<file path="config.mk">
export PLATFORM = sky130hd
export DESIGN_NAME = conv_seq_ctrl
export DESIGN_NICKNAME = d
export VERILOG_FILES = /design/src/rtl/conv_seq_ctrl.sv
export SDC_FILE = /design/constraint.sdc
export NUM_CORES = 1
export LEC_CHECK = 0
export BUFFER_PORTS_ARGS = -buffer_cell sky130_fd_sc_hd__buf_2
export CAP_MARGIN = 20
export CORE_UTILIZATION = 55
export CTS_CLUSTER_DIAMETER = 200
export DETAILED_ROUTE_END_ITERATION = 7
export PLACE_DENSITY = 0.91
export SYNTH_ARGS = -nofsm -noshare
export SYNTH_HDL_FRONTEND = slang
export SYNTH_SLANG_ARGS = --single-unit
</file>
<file path="constraint.sdc">
create_clock -name clk -period 4.5 [get_ports clk]
set_clock_uncertainty 0.15 [all_clocks]
set_input_delay 0.9 -clock clk [delete_from_list [all_inputs] [get_ports clk]]
set_output_delay 0.9 -clock clk [all_outputs]
set_load 0.01 [all_outputs]
</file>
<file path="src/rtl/conv_seq_ctrl.sv">
// Frame sequencer for a sliding-window convolution: counts pixels, flags windows, drains, pulses done.
// Optional `CONV_SEQ_ABORT_EN adds an i_abort input that drops the current frame.
module conv_seq_ctrl #(
  parameter int DATA_SIZE   = 32,
  parameter int KERNEL_SIZE = 5,
  parameter int STRIDE      = 1,
  parameter int CNT_BW      = 6
) (
  input  logic              clk,
  input  logic              rst_n,
  input  logic              i_start,
`ifdef CONV_SEQ_ABORT_EN
  input  logic              i_abort,
`endif
  input  logic              i_pix_valid,
  output logic              o_pix_ready,
  output logic              o_shift_en,
  output logic              o_win_valid,
  input  logic              i_out_ready,
  output logic [CNT_BW-1:0] o_row,
  output logic [CNT_BW-1:0] o_col,
  output logic [15:0]       o_out_cnt,
  output logic              o_busy,
  output logic              o_done,
  output logic [1:0]        o_state
);

  // Handshakes: a pixel moves when i_pix_valid && o_pix_ready; a window moves when o_win_valid && i_out_ready.
  typedef enum logic [1:0] {S_IDLE = 2'd0, S_RUN = 2'd1, S_FLUSH = 2'd2, S_DONE = 2'd3} state_t;

  localparam logic [CNT_BW-1:0] LAST = CNT_BW'(DATA_SIZE - 1);
  localparam logic [CNT_BW-1:0] KM1  = CNT_BW'(KERNEL_SIZE - 1);
  localparam logic [CNT_BW-1:0] STR  = CNT_BW'(STRIDE);

  state_t            state, state_nxt;
  logic [CNT_BW-1:0] row, col, row_nxt, col_nxt;
  logic              win_valid, win_nxt;
  logic [15:0]       out_cnt, cnt_nxt;
  logic              accept, qualify, abort;

`ifdef CONV_SEQ_ABORT_EN
  assign abort = i_abort && ((state == S_RUN) || (state == S_FLUSH));
`else
  assign abort = 1'b0;
`endif

  // Backpressure: stop taking pixels while a window is waiting on downstream.
  assign o_pix_ready = (state == S_RUN) && !(win_valid && !i_out_ready);
  assign accept      = i_pix_valid && o_pix_ready;
  assign qualify     = (row >= KM1) && (col >= KM1) &&
                       (((row - KM1) % STR) == '0) && (((col - KM1) % STR) == '0);

  always_comb begin
    state_nxt = state;
    row_nxt   = row;
    col_nxt   = col;
    win_nxt   = win_valid;
    cnt_nxt   = out_cnt;
    if (win_valid && i_out_ready) begin
      win_nxt = 1'b0;
      cnt_nxt = out_cnt + 16'd1;
    end
    if (accept && qualify) win_nxt = 1'b1;
    if (accept) begin
      if (col == LAST) begin
        col_nxt = '0;
        row_nxt = (row == LAST) ? '0 : row + 1'b1;
      end else begin
        col_nxt = col + 1'b1;
      end
    end
    case (state)
      S_IDLE: if (i_start) begin
        state_nxt = S_RUN;
        row_nxt   = '0;
        col_nxt   = '0;
        cnt_nxt   = '0;
      end
      S_RUN:   if (accept && (row == LAST) && (col == LAST)) state_nxt = S_FLUSH;
      S_FLUSH: if (!win_valid) state_nxt = S_DONE;
      S_DONE:  state_nxt = S_IDLE;
      default: state_nxt = S_IDLE;
    endcase
    // An abort drops any pending window without counting it.
    if (abort) begin
      state_nxt = S_IDLE;
      win_nxt   = 1'b0;
      row_nxt   = '0;
      col_nxt   = '0;
      cnt_nxt   = out_cnt;
    end
  end

  always_ff @(posedge clk or negedge rst_n) begin
    if (!rst_n) begin
      state     <= S_IDLE;
      row       <= '0;
      col       <= '0;
      win_valid <= 1'b0;
      out_cnt   <= '0;
    end else begin
      state     <= state_nxt;
      row       <= row_nxt;
      col       <= col_nxt;
      win_valid <= win_nxt;
      out_cnt   <= cnt_nxt;
    end
  end

  assign o_shift_en  = accept;
  assign o_win_valid = win_valid;
  assign o_row       = row;
  assign o_col       = col;
  assign o_out_cnt   = out_cnt;
  assign o_busy      = (state != S_IDLE);
  assign o_done      = (state == S_DONE);
  assign o_state     = state;

endmodule
</file>
==> results.txt, run 1 <==
Slew Viols, Final = 0
Largest stage delay, worst path = 490 ps
Status = complete, but fails checks
Crit-path cells = buf_2 > nand2b_2 > nor2b_1 > buf_2
Seq pwr share = 0.487
Commonest non-fill, non-tap cells in the layout = 39 x buf_2, 31 x dfrtp_1, 24 x nand2_1, 21 x nor2_1, 12 x xor2_1
Yosys warnings = 0
Sw Ratio = 0.305
Post-route setup TNS = 0 ps
Final hold viol count = 0
Routed WL per cell = 13.1 um
Syn nets = 190
Most common cell after layout, fill and taps aside = buf_2
Via-to-Cell Ratio = 5.46
Worst setup EP type = output port
Core area = 0.00281 mm2
Combinational share of power = 0.195
Total power = 0.727 mW
Most frequent CP cell = buf_2
Final wirelength = 3240 um
Vias = 1355
Worst min path class = in2async
Final ANT Viol Nets = 0
I/O Buffers = 39
DP HPWL = 2240 um
Gr usage total = 0.223
CTS buffer count = 5
Distinct cells, synth = 33
RSZ-0062 raised after global routing = no
Clock group share of total power = 0.319
Antenna violations before repair = 0
Worst EP required = 3450 ps
Postcts setup bufs = 0
Num rows = 19
H-tree Lvls = 2
Placed Cells = 240
Fraction of layout cells with a size suffix above 1 = 0.244
R2R setup slack = 1920 ps
Max_slew headroom = 0.389
Post-synthesis sequential area ratio = 0.468
GPL Wtd Cong = 0.841
Period minus WS final = 2960 ps
Number of flops mapped to enable cells by yosys = 0
Clk buf depth = 2
Die width = 56.9 um
CP Launch Type = primary input
PwrDens = 371 mW/mm2
WS Path Type = in2out
Full die area = 0.00324 mm2
Cts repair resizes = 0
Crit path max-delay cell type = nor2b_1
Synthesized instance count = 175
# hold bufs at CTS = 0
First-pass GRT wire length = 5440 um
Fill count = 221
Netlist Area Pre-Place = 0.00166 mm2
Vias in the first global route = 1246
Max_cap viols = 0
Crit share post-route = 0.657
Internal power = 0.505 mW
CTS Sinks = 31
Synth async-reset ratio = 1.00
Worst skew pair latency = 340 ps
Root buf cell = clkbuf_4
Failing checks = design-rule violations
Diode count = 0
Endpoints failing setup = 0
Avg Cell Area, Syn = 9.47 um2
Final Non-Filler Cells = 248
Die Height = 56.9 um
NetSw = 0.221 mW
Io pins = 40
VDD IR max = 0.000372 V
Initial Utilization = 0.591
Area growth from synthesis to layout = 18.1%
Worst slew pin tran = 916 ps
Nets = 231
Congestion Overflow GR = 0
FF+latch count, synth = 31
Top FF cell, synth = dfrtp_1
Max frequency = 338 MHz
DRC errors left = 4
Crit-path max FO = 9
CTS tree = done
Core Util, Final = 0.698
Largest net degree at the start of global routing = 32
Initial DRT Pass Iterations = 6
Critical Path AT = 1910 ps
Leakage = 1.02 nW
DRT iter0 DRCs = 47
Clock transition at the registers of the reported paths = 110 ps
==> path summary, 6_finish.rpt <==
kind,start,endpoint,cells after the start
worst min-delay path,rst_n,o_out_cnt[6],1
max in group asynchronous,rst_n,o_col[1],1
worst max-delay path,i_out_ready,o_shift_en,4
worst max register to register,o_state[1],o_row[5],7
worst min register to register,o_out_cnt[14],o_out_cnt[14],2
min in group clk,o_out_cnt[14],o_out_cnt[14],2
==> critical path: cells and delay by family <==
kind / cells / cell delay [ps]
buffers and inverters: 2 / 360
and+or+nand+nor: 2 / 650
==> logic make-up after synthesis <==
logic type | after synthesis | synth area share
XOR/XNOR | 17 | 0.0899
AO/OA/AOI/OAI | 16 | 0.0574
AND/OR/NAND/NOR | 83 | 0.252
multiplexers | 4 | 0.0249
flip-flops | 31 | 0.468
buffers and inverters | 14 | 0.0325
adder cells (fa/ha/maj) | 10 | 0.0755
==> power by group through the flow <==
stage	logic (mW)	clock network (mW)	registers, mW
6_report	0.142	0.232	0.354
5_1_grt	0.159	0.244	0.362
3_5_place_dp	0.142	0	0.358
2_1_floorplan	0.0745	0	0.368
4_1_cts	0.143	0.234	0.353
3_3_place_gp	0.137	0	0.357
==> layer usage <==
layer  vias up  wire, um  GRT usage
met3        10       131     0.0553
met5         -         0          0
met1       640      1470      0.272
li1        676         -          -
met2        29      1560      0.360
met4         0        72      0.122
==> synth_stat cells, drive strengths merged (5+ instances only) <==
cell type,instances,area [um2]
a21oi,7,35.0
dfrtp,31,776
ha,10,125
inv,9,33.8
nand2,24,90.1
nand3,6,30.0
nand4,5,31.3
nor2,21,78.8
or3,6,40.0
xnor2,5,43.8
xor2,12,105
==> metrics by stage <==
stage | setup slack [ps] | cell area, um2 | hold WS (ps)
finish | 1540 | 1960 | 426
global route | 1390 | 1960 | 453
CTS | 1540 | 1960 | 431
detailed placement | 1550 | 1870 | 398
global placement | 1560 | 1870 | 377
floorplan | 1870 | 1660 | 412
==> cell type report <==
type                            instances  area [um2]  share of cell area
Sequential cell                        31         776               0.396
Clock buffer                            6        51.3              0.0262
Tap cell                               31        38.8              0.0198
Multi-Input combinational cell        130         827               0.423
Clock inverter                          2        35.0              0.0179
Timing Repair Buffer                   39         195              0.0997
Inverter                                9        33.8              0.0173
==> state kept, by name (all words and copies together), names as in the netlist <==
register / flops
o_state: 2
o_row: 6
o_col: 6
o_win_valid: 1
o_out_cnt: 16
(Power assumes the default switching activity.)
==> run 2: changes to the inputs <==
--- a/config.mk
+++ b/config.mk
@@ -7,10 +7,10 @@
 export LEC_CHECK = 0
 export BUFFER_PORTS_ARGS = -buffer_cell sky130_fd_sc_hd__buf_2
 export CAP_MARGIN = 20
-export CORE_UTILIZATION = 55
+export CORE_UTILIZATION = 47
 export CTS_CLUSTER_DIAMETER = 200
 export DETAILED_ROUTE_END_ITERATION = 7
-export PLACE_DENSITY = 0.91
+export PLACE_DENSITY = 0.83
 export SYNTH_ARGS = -nofsm -noshare
 export SYNTH_HDL_FRONTEND = slang
 export SYNTH_SLANG_ARGS = --single-unit
==> constraint.sdc (replaced) <==
create_clock -name clk -period 2.7 [get_ports clk]
set_clock_uncertainty 0.15 [all_clocks]
set_input_delay 0.54 -clock clk [delete_from_list [all_inputs] [get_ports clk]]
set_output_delay 0.54 -clock clk [all_outputs]
set_load 0.01 [all_outputs]
==> run 2 against run 1 <==
  * The run now ends clean
  * Critical path depth is 3 higher
  * Wire length grew 9.2%
  * Sequential share of layout area fell by 0.40 points
  * Worst setup slack worse by 1300 ps
  * First-iteration DRC count grew 140%
  * Via count rose by 4.6%
  * Non-clock buffer count grew 5
  * Critical endpoint is now o_row[5]
  * Global-route usage fell by 1.6 points
  * Clock power is 12% higher
  * Design area up 1.0%
==> results.txt, run 2 (synthesis results as in run 1) <==
Nets = 236 (+2.2%)
Fill count = 334 (+51%)
Congestion Overflow GR = 0 (unchanged)
DP HPWL = 2490 um (+11%)
Cts repair resizes = 0 (unchanged)
Slew Viols, Final = 0 (unchanged)
Die width = 61.4 um (+7.9%)
Crit-path max FO = 5 (-4)
Initial Utilization = 0.493 (-0.0980)
Diode count = 0 (unchanged)
Status = completed
Routed WL per cell = 13.2 um (+1.1%)
GPL Wtd Cong = 0.769 (-8.6%)
Area growth from synthesis to layout = 19.3%
Full die area = 0.00377 mm2 (+16%)
Most common cell after layout, fill and taps aside = buf_2
Leakage = 1.02 nW (+0.50%)
Endpoints failing setup = 0 (unchanged)
Family with the most delay on the worst path = simple AND/OR/NAND/NOR gates
Max reg flops = 16 (unchanged)
Worst min path class = in2async
I/O Buffers = 39 (unchanged)
Worst setup EP type = flop
CTS Sinks = 31 (unchanged)
Initial DRT Pass Iterations = 4 (-2)
Commonest non-fill, non-tap cells in the layout = 39 x buf_2, 31 x dfrtp_1, 24 x nand2_1, 21 x nor2_1, 12 x xor2_1
Total power = 1.09 mW (+50%)
Max_cap viols = 0 (unchanged)
Seq. cell area = 776 um2 (unchanged)
CP Launch Type = flop
Most frequent CP cell = or3_1
Vias in the first global route = 1214 (-2.6%)
DRC errors left = 0 (-4)
Largest stage delay, worst path = 540 ps (+50 ps)
RSZ-0062 raised after global routing = no
H-tree Lvls = 2 (unchanged)
First-pass GRT wire length = 5620 um (+3.3%)
Io pins = 40 (unchanged)
Root buf cell = clkbuf_4
Period minus WS final = 2420 ps
Multi-input logic area = 827 um2 (unchanged)
Vias = 1417 (+4.6%)
Final ANT Viol Nets = 0 (unchanged)
Post-route setup TNS = 0 ps (unchanged)
Final wirelength = 3540 um (+9.2%)
Worst EP required = 2820 ps (-630 ps)
Hold Slack = 91.4 ps (-334 ps)
Worst slew pin tran = 695 ps (-221 ps)
Worst skew pair latency = 330 ps (about the same)
DRT iter0 DRCs = 113 (+140%)
Num rows = 21 (+2)
Die Height = 61.4 um (+7.9%)
Crit path max-delay cell type = or4b_1
PwrDens = 551 mW/mm2 (+48%)
Largest net degree at the start of global routing = 32 (unchanged)
Fraction of layout cells with a size suffix above 1 = 0.252 (+0.00801)
Max frequency = 414 MHz
# hold bufs at CTS = 0 (unchanged)
Clock transition at the registers of the reported paths = 100 ps (about the same)
Via-to-Cell Ratio = 5.29 (-3.2%)
CTS tree = done
Postcts setup bufs = 0 (unchanged)
Critical Path AT = 2530 ps (+620 ps)
Gr usage total = 0.207 (-0.0156)
Clk buf depth = 2 (unchanged)
WS Path Type = reg2reg
Crit path buf inv count = 1 (-1)
Core area = 0.00336 mm2 (+20%)
Crit-path cells = inv_1 > ha_1 > nand2_1 > or4b_1 > or3_1 > or3_1 > a21oi_1
Crit share post-route = 0.895
Antenna violations before repair = 0 (unchanged)
Max_slew headroom = 0.537 (+0.147)
CTS buffer count = 5 (unchanged)
Final hold viol count = 0 (unchanged)
VDD IR max = 0.000316 V (-15%)
[run 2: cell count changes in the layout (fill, tap and decap cells not counted), sizes merged]
cell and change:
bufinv -1, clkbuf +1, buf +5
[run 2: path summary, 6_finish.rpt]
path                                      end  cells after the start     startpoint  slack, ps
worst max-delay path                 o_row[5]                      7     o_state[1]        280
worst min-delay path                 o_row[2]                      1          rst_n         90
worst max register to register       o_row[5]                      7     o_state[1]        280
worst min register to register  o_out_cnt[15]                      2  o_out_cnt[15]        410
max in group asynchronous            o_col[0]                      1          rst_n       1850
min in group clk                 o_out_cnt[1]                      3    i_out_ready        370
[run 2: where the power goes]
part,leakage (nW),switching [mW],internal [mW]
logic,0.579,0.129,0.110
clock network,0.0293,0.159,0.101
registers,0.416,0.0748,0.516
total,1.02,0.362,0.727
[run 2: worst reg2reg max path, cell delays in order, from the launching register on]
cell and delay [ps]:
dfrtp_1 430, inv_1 120, ha_1 190, nand2_1 90, or4b_1 540, or3_1 400, or3_1 310, a21oi_1 140
[run 2: final cells by class]
cell class	instances	share of cell area
Clock buffer	7	0.0228
Timing Repair Buffer	44	0.118
Sequential cell	31	0.392
Inverter	9	0.0171
Clock inverter	1	0.00253
Tap cell	46	0.0291
Multi-Input combinational cell	130	0.418
[run 2: per-stage QoR]
| step | worst slack, ps | util | cell area (um2) | std cells |
|---|---|---|---|---|
| 5_1_grt | 140 | 0.588 | 1980 | 268 |
| 3_5_place_dp | 303 | 0.573 | 1930 | 260 |
| 6_report | 282 | 0.588 | 1980 | 268 |
| 3_3_place_gp | 368 | 0.573 | 1930 | 260 |
| 4_1_cts | 289 | 0.588 | 1980 | 268 |
| 2_1_floorplan | 250 | - | 1660 | 175 |
[run 2: per-layer routing]
| metal | global-route usage | wire [um] |
|---|---|---|
| met1 | 0.280 | 1640 |
| met2 | 0.315 | 1700 |
| met3 | 0.0630 | 151 |
| met4 | 0.0762 | 40 |
| met5 | 0 | 0 |
